## src/rtl/race_timer.sv

```systemverilog
// Stopwatch for the on-screen timer overlay: counts h:m:s plus a sub-second field
// at TICK_DIV clock cycles per unit, with start/stop/clear control and a lap freeze.
//
// state     | meaning
// IDLE      | cleared, not counting
// RUNNING   | prescaler and live counters advancing
// STOPPED   | paused, prescaler phase kept for resume
// SATURATED | live value pinned at HOURS_MAX:59:59.SUB_MAX
module race_timer #(
  parameter int TICK_DIV  = 500,
  parameter int SUB_MAX   = 99999,
  parameter int HOURS_MAX = 59
) (
  input  logic        clock50MHz,
  input  logic        resetn,
  input  logic        startPulse,
  input  logic        stopPulse,
  input  logic        clearPulse,
  input  logic        lapPulse,
  output logic [5:0]  hours,
  output logic [5:0]  minutes,
  output logic [5:0]  seconds,
  output logic [16:0] subSeconds,
  output logic        running,
  output logic        lapHeld,
  output logic        maxReached,
  output logic        secondTick
);

  localparam int PW = $clog2(TICK_DIV);
  localparam logic [PW-1:0] PRESC_LAST = PW'(TICK_DIV - 1);
  localparam logic [16:0]   SUB_LAST   = 17'(SUB_MAX);
  localparam logic [5:0]    HOURS_LAST = 6'(HOURS_MAX);

  typedef enum logic [1:0] {IDLE, RUNNING, STOPPED, SATURATED} state_t;

  state_t        state;
  logic [PW-1:0] presc;
  logic [5:0]    liveH, liveM, liveS;
  logic [16:0]   liveSub;
  logic [5:0]    lapH, lapM, lapS;
  logic [16:0]   lapSub;

  logic stopAct, startAct, lapAct, counting, advance, atMax;

  // Only the highest-priority request that applies in the current state acts.
  always_comb begin
    stopAct  = stopPulse && (state == RUNNING);
    startAct = !stopAct && startPulse && ((state == IDLE) || (state == STOPPED));
    lapAct   = !stopAct && !startAct && lapPulse && (lapHeld || (state == RUNNING));
    counting = (state == RUNNING) && !stopAct;
    advance  = counting && (presc == PRESC_LAST);
    atMax    = (liveH == HOURS_LAST) && (liveM == 6'd59) && (liveS == 6'd59) &&
               (liveSub == SUB_LAST);
  end

  always_ff @(posedge clock50MHz) begin
    if (!resetn || clearPulse) begin
      state      <= IDLE;
      presc      <= '0;
      liveH      <= '0;
      liveM      <= '0;
      liveS      <= '0;
      liveSub    <= '0;
      lapH       <= '0;
      lapM       <= '0;
      lapS       <= '0;
      lapSub     <= '0;
      running    <= 1'b0;
      lapHeld    <= 1'b0;
      maxReached <= 1'b0;
      secondTick <= 1'b0;
    end else begin
      secondTick <= 1'b0;

      if (stopAct) begin
        state   <= STOPPED;
        running <= 1'b0;
      end else if (startAct) begin
        state   <= RUNNING;
        running <= 1'b1;
      end else if (lapAct) begin
        if (lapHeld) begin
          lapHeld <= 1'b0;
        end else begin
          lapHeld <= 1'b1;
          lapH    <= liveH;
          lapM    <= liveM;
          lapS    <= liveS;
          lapSub  <= liveSub;
        end
      end

      if (counting) begin
        if (advance && atMax) begin
          state      <= SATURATED;
          running    <= 1'b0;
          maxReached <= 1'b1;
        end else begin
          presc <= advance ? '0 : presc + 1'b1;
          if (advance) begin
            if (liveSub != SUB_LAST) begin
              liveSub <= liveSub + 1'b1;
            end else begin
              liveSub    <= '0;
              secondTick <= 1'b1;
              if (liveS != 6'd59) begin
                liveS <= liveS + 1'b1;
              end else begin
                liveS <= '0;
                if (liveM != 6'd59) begin
                  liveM <= liveM + 1'b1;
                end else begin
                  liveM <= '0;
                  liveH <= liveH + 1'b1;
                end
              end
            end
          end
        end
      end
    end
  end

  assign hours      = lapHeld ? lapH   : liveH;
  assign minutes    = lapHeld ? lapM   : liveM;
  assign seconds    = lapHeld ? lapS   : liveS;
  assign subSeconds = lapHeld ? lapSub : liveSub;

endmodule

```

## config.mk

```make
export PLATFORM = sky130hd
export DESIGN_NAME = race_timer
export DESIGN_NICKNAME = d
export VERILOG_FILES = /design/src/rtl/race_timer.sv
export SDC_FILE = /design/constraint.sdc
export NUM_CORES = 1
export LEC_CHECK = 0
export ABC_AREA = 1
export CAP_MARGIN = 30
export CORE_ASPECT_RATIO = 0.75
export CORE_MARGIN = 4
export CORE_UTILIZATION = 40
export CTS_CLUSTER_DIAMETER = 50
export DETAILED_ROUTE_END_ITERATION = 10
export PLACE_DENSITY = 0.71
export SYNTH_ARGS = -nofsm -noshare
export SYNTH_HDL_FRONTEND = slang
export SYNTH_SLANG_ARGS = --single-unit
```

## constraint.sdc

```tcl
create_clock -name clock50MHz -period 2.21 [get_ports clock50MHz]
set_input_delay 0.5525 -clock clock50MHz [delete_from_list [all_inputs] [get_ports clock50MHz]]
set_output_delay 0.5525 -clock clock50MHz [all_outputs]
set_load 0.01 [all_outputs]
```

==> impl_metrics.json <==
{
  "path_depth": 4,
  "final_cell_area_um2": 5880,
  "peakVddDrop_mv": 0.416,
  "ys.flop_type": "dfxtp_1",
  "htreeDepth": 3,
  "r2r-start": "liveM[1]",
  "power_switching_mw": 0.735,
  "dieArea_um2": 13900,
  "p_leak_nw": 2.41,
  "reg2regPathDepth": 9,
  "numCtsBuffers": 9,
  "synthCells": 740,
  "die_h_um": 103,
  "die_w_um": 135,
  "crit_start": "lapHeld",
  "worst_ep_arrival_time_ns": 1.61,
  "period_minus_slack_ns": 2.16,
  "worst_pin_slew_ns": 0.425,
  "cp_cell_sequence": "buf_12 -> nand2_1 -> nand2_1 -> clkdlybuf4s50_1",
  "r2r_end": "liveM[3]",
  "setup_tns_ns": 0,
  "clock_skew_ns": 0.00687,
  "required_ns": 1.66,
  "first_pass_iters": 5,
  "clkTransAtPathRegs_ns": 0.06,
  "synth-seq-cells": 85,
  "reg2reg_setup_slack_ns": 0.21,
  "synth_nets": 751,
  "clock_path_buffers": 2,
  "grt_pass1_wl_um": 21200,
  "cts_sinks": 85,
  "drt_drc_violations_left": 0,
  "grt_pass1_vias": 4189,
  "async_reset_ff_frac": 0,
  "yosysSeqAreaShare": 0.354,
  "root_buffer": "clkbuf_16",
  "cp_top_family": "buffers and inverters",
  "p_int_mw": 2.47,
  "fillers": 1184,
  "wire_per_inst_um": 13.3,
  "synth-warning-count": 0,
  "io_buffers": 44,
  "rows": 34,
  "pwr-share-clk": 0.479,
  "avgSynthCellArea_um2": 6.50,
  "area_delta_synth_final_pct": 22.2,
  "viasPerCell": 5.03,
  "globalplace.congestion": 0.944,
  "drive_gt1_frac": 0.109,
  "slowest_stage": "clkdlybuf4s50_1",
  "cpPeakStageDelay_ns": 0.54,
  "finalHoldViolations": 0,
  "min_period_over_period": 0.977,
  "insertedDiodeCount": 0,
  "ant_nets": 0,
  "gr-usage-all-layers": 0.188,
  "hpwlAfterDp_um": 9010,
  "maxCapViolations": 0,
  "seqCellArea_um2": 1710,
  "finalNetCount": 801,
  "cts-hold-fix-buffers": 0,
  "crit_top_cell": "nand2_1",
  "finalWirelength_um": 12700,
  "critPathKind": "reg -> out",
  "synth_edf_count": 0,
  "share_seq_of_total_power": 0.483,
  "power_density_nw_per_um2": 545,
  "antenna_found_initial": 0,
  "netlist.area_leader.share": 0.354,
  "slew_headroom": 0.716,
  "rsz0062_at_grt": "no",
  "combPwrFrac": 0.038,
  "start_util": 0.413,
  "fin_util": 0.504,
  "critPathBufInv": 2,
  "cts_tree": "yes",
  "clk_latency_ns": 0.35,
  "dpl_cell_area_um2": 5540,
  "ys_types": 39,
  "syn_area_um2": 4810,
  "io_pins": 45,
  "vias": 4817,
  "grt_overflow_total": 0,
  "whs_path_depth": 2,
  "min_path_type": "reg -> reg",
  "path_max_fanout": 19,
  "multiInputGateArea_um2": 2710,
  "switching_share": 0.230,
  "start_kind": "flop",
  "yosys.area.top_type": "dfxtp_1",
  "drv_slew": 0,
  "core_region_area_um2": 11700,
  "finalSetupViolations": 0,
  "end_kind": "output pin",
  "status": "finished, final reports clean",
  "fmax_mhz": 463,
  "drtIter0Drc": 310,
  "grt_max_degree": 39,
  "synthTopCellsByArea": "dfxtp_1 35%, nand2_1 14%, nor2_1 10%, o21ai_0 7.4%, nand4_1 4.6%",
  "crit_path_end": "seconds[1]"
}
==> tightest hold or removal path: cells and delay by family (launching register included) <==
family | cells | cell delay (ns)
buffers and inverters | 1 | 0.07
flip-flops | 1 | 0.30
AO/OA/AOI/OAI | 1 | 0.06
==> cells in the mapped netlist, drive strengths merged (2+ instances only) <==
library cell,count
nand2,178
nor2,144
dfxtp,85
o21ai,76
inv,66
nand3,43
a21oi,36
nand4,36
clkbuf,22
xor2,13
buf,12
ha,5
nor3,5
nor3b,4
xnor2,4
clkinv,3
nand3b,2
==> stage by stage <==
| step | setup WS [ns] | cells | hold WS (ns) | total power, mW |
|---|---|---|---|---|
| after detailed placement | 0.119 | 938 | 0.441 | 1.70 |
| after CTS | -0.0167 | 954 | 0.458 | 3.22 |
| after floorplan | 0.504 | 740 | 0.425 | 1.66 |
| after global placement | 0.161 | 938 | 0.443 | 1.70 |
| final | 0.0510 | 957 | 0.466 | 3.20 |
| after global routing | 0.00796 | 957 | 0.497 | 3.29 |
==> layer usage <==
metal  track usage  part of all wire  up-vias  wire length [µm]
met5             0                 0        -                 0
met4        0.0540             0.014        0               174
met3        0.0361             0.057       16               726
met2         0.281              0.42      138              5310
met1         0.276              0.51     2161              6520
li1              -                 -     2502                 -
==> layout by cell type (no fill, tap or decap), types with 3 or more instances in the layout <==
cell             synthesis  final
a21oi_1                 36     36
buf_12                   0      4
buf_4                    3     24
clkbuf_16                0     10
clkdlybuf4s50_1          0     12
dfxtp_1                 85     82
dlygate4sd2_1            0     27
dlymetal6s2s_1           0      5
ha_1                     5      5
inv_1                   55     54
inv_2                   11     11
nand2_1                174    174
nand2_2                  3      3
nand3_1                 35     35
nand3_2                  7      6
nand4_1                 35     35
nor2_1                 132    131
nor2_2                   5      6
nor2_4                   5      5
nor3_1                   4      4
nor3b_1                  4      4
o21ai_0                 71     55
o21ai_1                  5     21
xnor2_1                  4      4
xor2_1                  13     13
==> power by group through the flow <==
stage,combinational (mW),sequential [mW],clock [mW]
floorplan,0.0755,1.58,0
global placement,0.118,1.58,0
detailed placement,0.118,1.58,0
CTS,0.120,1.55,1.55
global route,0.138,1.55,1.61
finish,0.123,1.55,1.53
==> flip-flops by register name, summed over array words and instances, names as in the netlist <==
signal / count
lapH: 6
presc: 9
running: 1
lapHeld: 1
liveH: 6
lapSub: 17
lapS: 6
lapM: 6
liveM: 6
secondTick: 1
maxReached: 1
liveSub: 17
liveS: 6
state: 2
==> repair_timing <==
item,4_1_cts,5_1_grt
cloned,0,1
gates resized for setup,47,9
setup endpoints to repair,30,12
setup buffers,0,2
==> cell type report <==
type                            instances  area share
Clock inverter                          5      0.0102
Timing Repair Buffer                   73       0.120
Tap cell                              162      0.0345
Inverter                               69      0.0449
Sequential cell                        85       0.291
Multi-Input combinational cell        552       0.460
Clock buffer                           11      0.0396
==> how the worst min path moves through the flow <==
stage               start          to
2_1_floorplan     lapS[4]     lapS[4]
3_3_place_gp      lapS[4]     lapS[4]
3_5_place_dp      lapS[4]     lapS[4]
4_1_cts           lapS[4]     lapS[4]
5_1_grt        maxReached  maxReached
6_report          lapS[4]     lapS[4]
==> cells by family after synthesis <==
| group | after synthesis | synth area share |
|---|---|---|
| AOI/OAI and AO/OA | 115 | 0.121 |
| xor gates and xnor gates | 17 | 0.0309 |
| adders and majority gates | 5 | 0.0130 |
| buffers and inverters | 103 | 0.0861 |
| DFF | 85 | 0.354 |
| muxes | 1 | 0.00208 |
| and+or+nand+nor | 414 | 0.393 |
(Power assumes the default switching activity.)
